[src/rtl/packet_ingress_arbiter_if.sv]
// Flit type package and the flit handshake bundle between upstream channels,
// the ingress arbiter and the packet_buffer input.
package types;
    typedef enum logic [1:0] {
        NOPE = 2'd0,
        HEAD = 2'd1,
        BODY = 2'd2,
        TAIL = 2'd3
    } flittype_t;

    typedef struct packed {
        flittype_t  flittype;
        logic [3:0] flit_num;
        logic [3:0] src;
    } header_t;

    typedef struct packed {
        header_t     header;
        logic [15:0] data;
    } flit_t;
endpackage

interface packet_ingress_arbiter_if #(
    parameter int NUM_PORTS = 4
);
    types::flit_t           in_flit [NUM_PORTS];
    logic [NUM_PORTS-1:0]   in_flit_valid;
    logic [NUM_PORTS-1:0]   in_flit_ready;
    types::flit_t           out_flit;
    logic                   out_flit_valid;
    logic                   out_flit_ready;

    modport master (
        output in_flit, in_flit_valid, out_flit_ready,
        input  in_flit_ready, out_flit, out_flit_valid
    );

    modport slave (
        input  in_flit, in_flit_valid, out_flit_ready,
        output in_flit_ready, out_flit, out_flit_valid
    );
endinterface

[src/rtl/packet_ingress_arbiter.sv]
// Wormhole ingress arbiter: round-robin grant on HEAD flits, lock held until
// the owner's TAIL transfers or the owner stays idle for LOCK_TIMEOUT cycles.
module packet_ingress_arbiter #(
    parameter int NUM_PORTS    = 4,
    parameter int LOCK_TIMEOUT = 16
) (
    input  logic                           nocclk,
    input  logic                           rst_n,
    packet_ingress_arbiter_if.slave        bus,
    output logic [$clog2(NUM_PORTS)-1:0]   owner,
    output logic                           locked,
    output logic                           drop_pulse,
    output logic                           timeout_pulse
);
    import types::*;

    localparam int OW = $clog2(NUM_PORTS);
    localparam int CW = $clog2(LOCK_TIMEOUT + 1);

    typedef enum logic {IDLE = 1'b0, LOCKED = 1'b1} state_t;

    state_t               state;
    logic [OW-1:0]        rr_ptr;
    logic [CW-1:0]        idle_cnt;

    logic [OW-1:0]        grant;
    logic                 grant_found;
    logic [NUM_PORTS-1:0] ready;
    logic [NUM_PORTS-1:0] fwd_ready;
    logic                 out_valid;
    logic                 drop;
    flit_t                out_data;
    flittype_t            owner_type;

    always_comb begin
        ready       = '0;
        fwd_ready   = '0;
        drop        = 1'b0;
        out_valid   = 1'b0;
        out_data    = bus.in_flit[owner];
        grant       = rr_ptr;
        grant_found = 1'b0;
        owner_type  = bus.in_flit[owner].header.flittype;

        // NOPEs are always swallowed; BODY/TAIL outside the owner's lock are orphans.
        for (int p = 0; p < NUM_PORTS; p++) begin
            if (bus.in_flit_valid[p]) begin
                if (bus.in_flit[p].header.flittype == NOPE) begin
                    ready[p] = 1'b1;
                end else if (bus.in_flit[p].header.flittype != HEAD &&
                             !(state == LOCKED && OW'(p) == owner)) begin
                    ready[p] = 1'b1;
                    drop     = 1'b1;
                end
            end
        end

        if (state == IDLE) begin
            for (int i = 0; i < NUM_PORTS; i++) begin
                if (!grant_found &&
                    bus.in_flit_valid[(int'(rr_ptr) + i) % NUM_PORTS] &&
                    bus.in_flit[(int'(rr_ptr) + i) % NUM_PORTS].header.flittype == HEAD) begin
                    grant_found = 1'b1;
                    grant       = OW'((int'(rr_ptr) + i) % NUM_PORTS);
                end
            end
            if (grant_found) begin
                out_data         = bus.in_flit[grant];
                out_valid        = 1'b1;
                ready[grant]     = bus.out_flit_ready;
                fwd_ready[grant] = bus.out_flit_ready;
            end
        end else if (bus.in_flit_valid[owner] && owner_type != NOPE) begin
            out_valid        = 1'b1;
            ready[owner]     = bus.out_flit_ready;
            fwd_ready[owner] = bus.out_flit_ready;
        end

        // Reset blanks the handshake outputs immediately, not at the next edge.
        if (!rst_n) begin
            ready     = '0;
            fwd_ready = '0;
            drop      = 1'b0;
            out_valid = 1'b0;
        end
    end

    assign bus.in_flit_ready  = ready;
    assign bus.out_flit_valid = out_valid;
    assign bus.out_flit       = out_data;
    assign drop_pulse         = drop;
    assign locked             = (state == LOCKED);

    always_ff @(posedge nocclk or negedge rst_n) begin
        if (!rst_n) begin
            state         <= IDLE;
            rr_ptr        <= '0;
            owner         <= '0;
            idle_cnt      <= '0;
            timeout_pulse <= 1'b0;
        end else begin
            timeout_pulse <= 1'b0;
            case (state)
                IDLE: begin
                    if (grant_found && bus.out_flit_ready) begin
                        state    <= LOCKED;
                        owner    <= grant;
                        rr_ptr   <= OW'((int'(grant) + 1) % NUM_PORTS);
                        idle_cnt <= '0;
                    end
                end
                LOCKED: begin
                    if (out_valid && bus.out_flit_ready) begin
                        idle_cnt <= '0;
                        if (owner_type == TAIL) begin
                            state <= IDLE;
                        end
                    end else if (idle_cnt == CW'(LOCK_TIMEOUT - 1)) begin
                        state         <= IDLE;
                        idle_cnt      <= '0;
                        timeout_pulse <= 1'b1;
                    end else begin
                        idle_cnt <= idle_cnt + 1'b1;
                    end
                end
                default: state <= IDLE;
            endcase
        end
    end

    a_fwd_onehot: assert property (@(posedge nocclk) disable iff (!rst_n) $onehot0(fwd_ready));

endmodule

[src/flat_wrapper.sv]
// flat-port wrapper written by rule: the top's interface ports become plain ports
module packet_ingress_arbiter_flat import types::*;
#(
    parameter int NUM_PORTS    = 4,
    parameter int LOCK_TIMEOUT = 16
)
  (nocclk, rst_n, owner, locked, drop_pulse, timeout_pulse, bus_in_flit, bus_in_flit_valid, bus_out_flit_ready, bus_in_flit_ready, bus_out_flit, bus_out_flit_valid);
  packet_ingress_arbiter_if #(.NUM_PORTS(NUM_PORTS)) bus_i ();
  input  logic nocclk;
  input  logic rst_n;
  output logic [$clog2(NUM_PORTS)-1:0] owner;
  output logic locked;
  output logic drop_pulse;
  output logic timeout_pulse;
  input wire logic [$bits(bus_i.in_flit)-1:0] bus_in_flit;
  input wire logic [$bits(bus_i.in_flit_valid)-1:0] bus_in_flit_valid;
  input wire logic [$bits(bus_i.out_flit_ready)-1:0] bus_out_flit_ready;
  output wire logic [$bits(bus_i.in_flit_ready)-1:0] bus_in_flit_ready;
  output wire logic [$bits(bus_i.out_flit)-1:0] bus_out_flit;
  output wire logic [$bits(bus_i.out_flit_valid)-1:0] bus_out_flit_valid;
  assign bus_i.in_flit = {>>{bus_in_flit}};
  assign bus_i.in_flit_valid = bus_in_flit_valid;
  assign bus_i.out_flit_ready = bus_out_flit_ready;
  assign bus_in_flit_ready = bus_i.in_flit_ready;
  assign bus_out_flit = bus_i.out_flit;
  assign bus_out_flit_valid = bus_i.out_flit_valid;
  packet_ingress_arbiter #(.NUM_PORTS(NUM_PORTS), .LOCK_TIMEOUT(LOCK_TIMEOUT)) u_core (.nocclk(nocclk), .rst_n(rst_n), .bus(bus_i), .owner(owner), .locked(locked), .drop_pulse(drop_pulse), .timeout_pulse(timeout_pulse));
endmodule
[config.mk]
export PLATFORM = sky130hd
export DESIGN_NAME = packet_ingress_arbiter_flat
export DESIGN_NICKNAME = d
export VERILOG_FILES = /design/src/rtl/packet_ingress_arbiter_if.sv /design/src/rtl/packet_ingress_arbiter.sv /design/src/flat_wrapper.sv
export SDC_FILE = /design/constraint.sdc
export NUM_CORES = 1
export LEC_CHECK = 0
export BUFFER_PORTS_ARGS = -buffer_cell sky130_fd_sc_hd__buf_2
export CAP_MARGIN = 0
export CORE_UTILIZATION = 35
export DETAILED_ROUTE_END_ITERATION = 8
export PLACE_DENSITY = 0.63
export SYNTH_ARGS = -nofsm -noshare
export SYNTH_HDL_FRONTEND = slang
export SYNTH_SLANG_ARGS = --single-unit
[constraint.sdc]
create_clock -name nocclk -period 3.3 [get_ports nocclk]
set_input_delay 0.33 -clock nocclk [delete_from_list [all_inputs] [get_ports nocclk]]
set_output_delay 0.33 -clock nocclk [all_outputs]
set_load 0.01 [all_outputs]
==> impl_metrics.json <==
{
  "grt_use_total_pct": 22.4,
  "ys_seq_area_share_pct": 10.7,
  "yosys.area_share.simple_pct": 16.9,
  "cts.htree.levels": 1,
  "register_area_sq_um": 277,
  "die_y_microns": 87.7,
  "clockBufferDepth": 2,
  "dieArea_sq_mm": 0.00770,
  "min_path_type": "input pin to async pin",
  "drive_gt1_share_pct": 48.7,
  "slew_viol_final": 0,
  "die_width_microns": 87.7,
  "worstSetupStartpointType": "flop",
  "clkTransAtPathRegs_ns": 0.05,
  "arrival_ns": 2.53,
  "synth_area_leaders": "mux4_2 22%, mux2i_1 19%, dfrtp_1 11%, o221ai_1 8.9%, nand2_1 6.0%",
  "end_kind": "output pin",
  "syn_area_sq_mm": 0.00257,
  "outcome": "complete, no violations",
  "crit_type": "flop to output pin",
  "wl_per_cell_microns": 17.3,
  "core_region_area_sq_mm": 0.00694,
  "place_hpwl_mm": 6.70,
  "rsz0062_at_grt": "false",
  "slowest_stage": "mux4_1",
  "synth_top_cell_by_area": "mux4_2",
  "critical_path.cell_chain": "mux4_1, o221a_2, and4_1, mux2i_1, a221oi_1, buf_2",
  "synth-seq-cells": 11,
  "relSlewSlack_pct": 59.5,
  "start_util_pct": 37.0,
  "vdd_drop_max_v": 0.000247,
  "synth-xor-area-share_pct": 0,
  "worstMarginPinSlew_ns": 0.608,
  "clk_latency_ns": 0.24,
  "synth_top_area_share_pct": 21.9,
  "post_cts_buffers": 0,
  "synth-compound-area-share_pct": 22.7,
  "path_buf_inv": 1,
  "p_per_area_mw_per_mm2": 740,
  "r2r_start": "u_core.owner[0]",
  "final_area_sq_mm": 0.00342,
  "cts_buffers": 3,
  "antenna_found_initial": 0,
  "first_global_vias": 2926,
  "skew_ns": 0.00173,
  "synth_edf_count": 0,
  "vias_per_cell": 5.87,
  "fp-row-count": 30,
  "drtIter0Drc": 187,
  "fin_crit_sh_pct": 86.6,
  "io_buffer_count": 146,
  "n_fill_cell": 705,
  "nets": 528,
  "synth_warnings": 0,
  "finalSetupViolCount": 0,
  "finalHoldWorstSlack_ns": 0.512,
  "p_leak_nw": 1.60,
  "clock-sinks": 11,
  "post-route-worst-setup-slack_ns": 0.443,
  "final_util_pct": 49.2,
  "muxShareOfSynthArea_pct": 42.4,
  "critPathMaxFanout": 9,
  "tritoncts": "done",
  "final.setup.tns_ns": 0,
  "synth_top_family_by_area": "multiplexers",
  "min_period_ns": 2.86,
  "routed_wl_mm": 8.82,
  "pre_cts_ws_ns": 0.694,
  "synthCells": 279,
  "fmax_mhz": 350,
  "antenna_left": 0,
  "hold_violations": 0,
  "gr-total-overflow": 0,
  "async_flop_share_pct": 100,
  "post_dp_cell_area_sq_mm": 0.00336,
  "yosysUniqueCellTypes": 56,
  "maxCapViolations": 0,
  "multi_input_area_sq_mm": 0.00214,
  "avgSynthCellArea_sq_um": 9.22,
  "syn_to_final_growth_pct": 32.8,
  "path_delay_family": "multiplexers",
  "synth_nets": 391,
  "worstPathRequired_ns": 2.97,
  "synth_common_cells": "50 x mux2i_1, 41 x nand2_1, 26 x o221ai_1, 25 x mux4_2, 11 x dfrtp_1",
  "yosysMostFrequentCell": "mux2i_1",
  "routabilityCongestion": 0.879,
  "drc": 0,
  "num_io_pins": 147,
  "synth_adder_area_share_pct": 0.486,
  "grt_pass1_wl_mm": 13.7,
  "vias": 3002,
  "cts-root-buf": "clkbuf_8",
  "synth-main-ff-cell": "dfrtp_1",
  "drtPass1Iterations": 4,
  "grt_max_degree": 39,
  "slowest_delay_ns": 0.61,
  "cp-startpoint": "u_core.owner[0]",
  "n_antenna_cell": 0
}
kinds of logic after synthesis:
family,Yosys count
and+or+nand+nor,86
adders and majority gates,1
AOI/OAI and AO/OA,74
DFF,11
muxes,76
buffers and inverters,31
where the power goes:
| part | internal (mW) | leakage (nW) | switching (mW) | total [mW] |
|---|---|---|---|---|
| combinational | 1.03 | 1.43 | 1.10 | 2.13 |
| clock | 0.0833 | 0.0255 | 0.0558 | 0.139 |
| sequential | 0.189 | 0.137 | 0.0762 | 0.265 |
| total | 1.30 | 1.60 | 1.23 | 2.53 |
metal layers:
layer	GRT usage (%)	routed length [microns]	vias up
met5	0	0	-
met4	6.56	155	0
met3	2.17	605	14
met2	39.2	4460	134
met1	29.1	3600	1445
li1	-	-	1409
flip-flops by register name, summed over array words and instances (netlist names):
name                  count
u_core.rr_ptr             2
u_core.locked             1
u_core.timeout_pulse      1
u_core.owner              2
u_core.idle_cnt           5
path summary, 6_finish.rpt:
kind / endpoint / cells after the start / slack (ns)
worst max-delay path: bus_in_flit_ready[3] / 6 / 0.44
worst min-delay path: u_core.idle_cnt[2] / 2 / 0.51
worst max register to register: u_core.locked / 6 / 1.08
worst min register to register: u_core.idle_cnt[0] / 1 / 0.54
max in group asynchronous: u_core.owner[0] / 2 / 2.53
min in group nocclk: u_core.idle_cnt[0] / 1 / 0.54
through the flow:
stage	total power, mW	instances
2_1_floorplan	1.84	279
3_3_place_gp	2.37	506
3_5_place_dp	2.40	506
4_1_cts	2.55	511
5_1_grt	2.74	511
6_report	2.53	511
what timing repair did:
action / CTS / global route
hold buffers: 1 / 0
endpoints found under the hold margin: 11 / 0
gates resized for setup: 0 / 0
cells in the final DEF, fill, tap and decap left out, types with 2 or more instances in the layout:
cell type / count
nor2_1: 8
nand3b_1: 4
a221oi_1: 2
inv_1: 6
nand3_1: 8
mux2i_1: 50
nor2b_1: 3
o221a_2: 2
mux4_2: 25
or2_2: 3
a31oi_1: 3
and3b_1: 2
o21a_1: 2
nand2_1: 41
buf_2: 146
o221ai_1: 26
clkbuf_8: 3
dfrtp_1: 10
a21oi_1: 8
nand3b_2: 2
buf_4: 10
nand2b_1: 3
o21ai_0: 9
and2_1: 2
a311oi_1: 2
a22o_1: 3
o31ai_1: 2
layout make-up:
| class | instances | area share, % |
|---|---|---|
| Clock buffer | 3 | 1.21 |
| Clock inverter | 1 | 0.146 |
| Inverter | 6 | 0.659 |
| Multi-Input combinational cell | 237 | 62.5 |
| Sequential cell | 11 | 8.09 |
| Tap cell | 96 | 3.52 |
| Timing Repair Buffer | 157 | 23.9 |
Power figures use the tool's default switching activity.
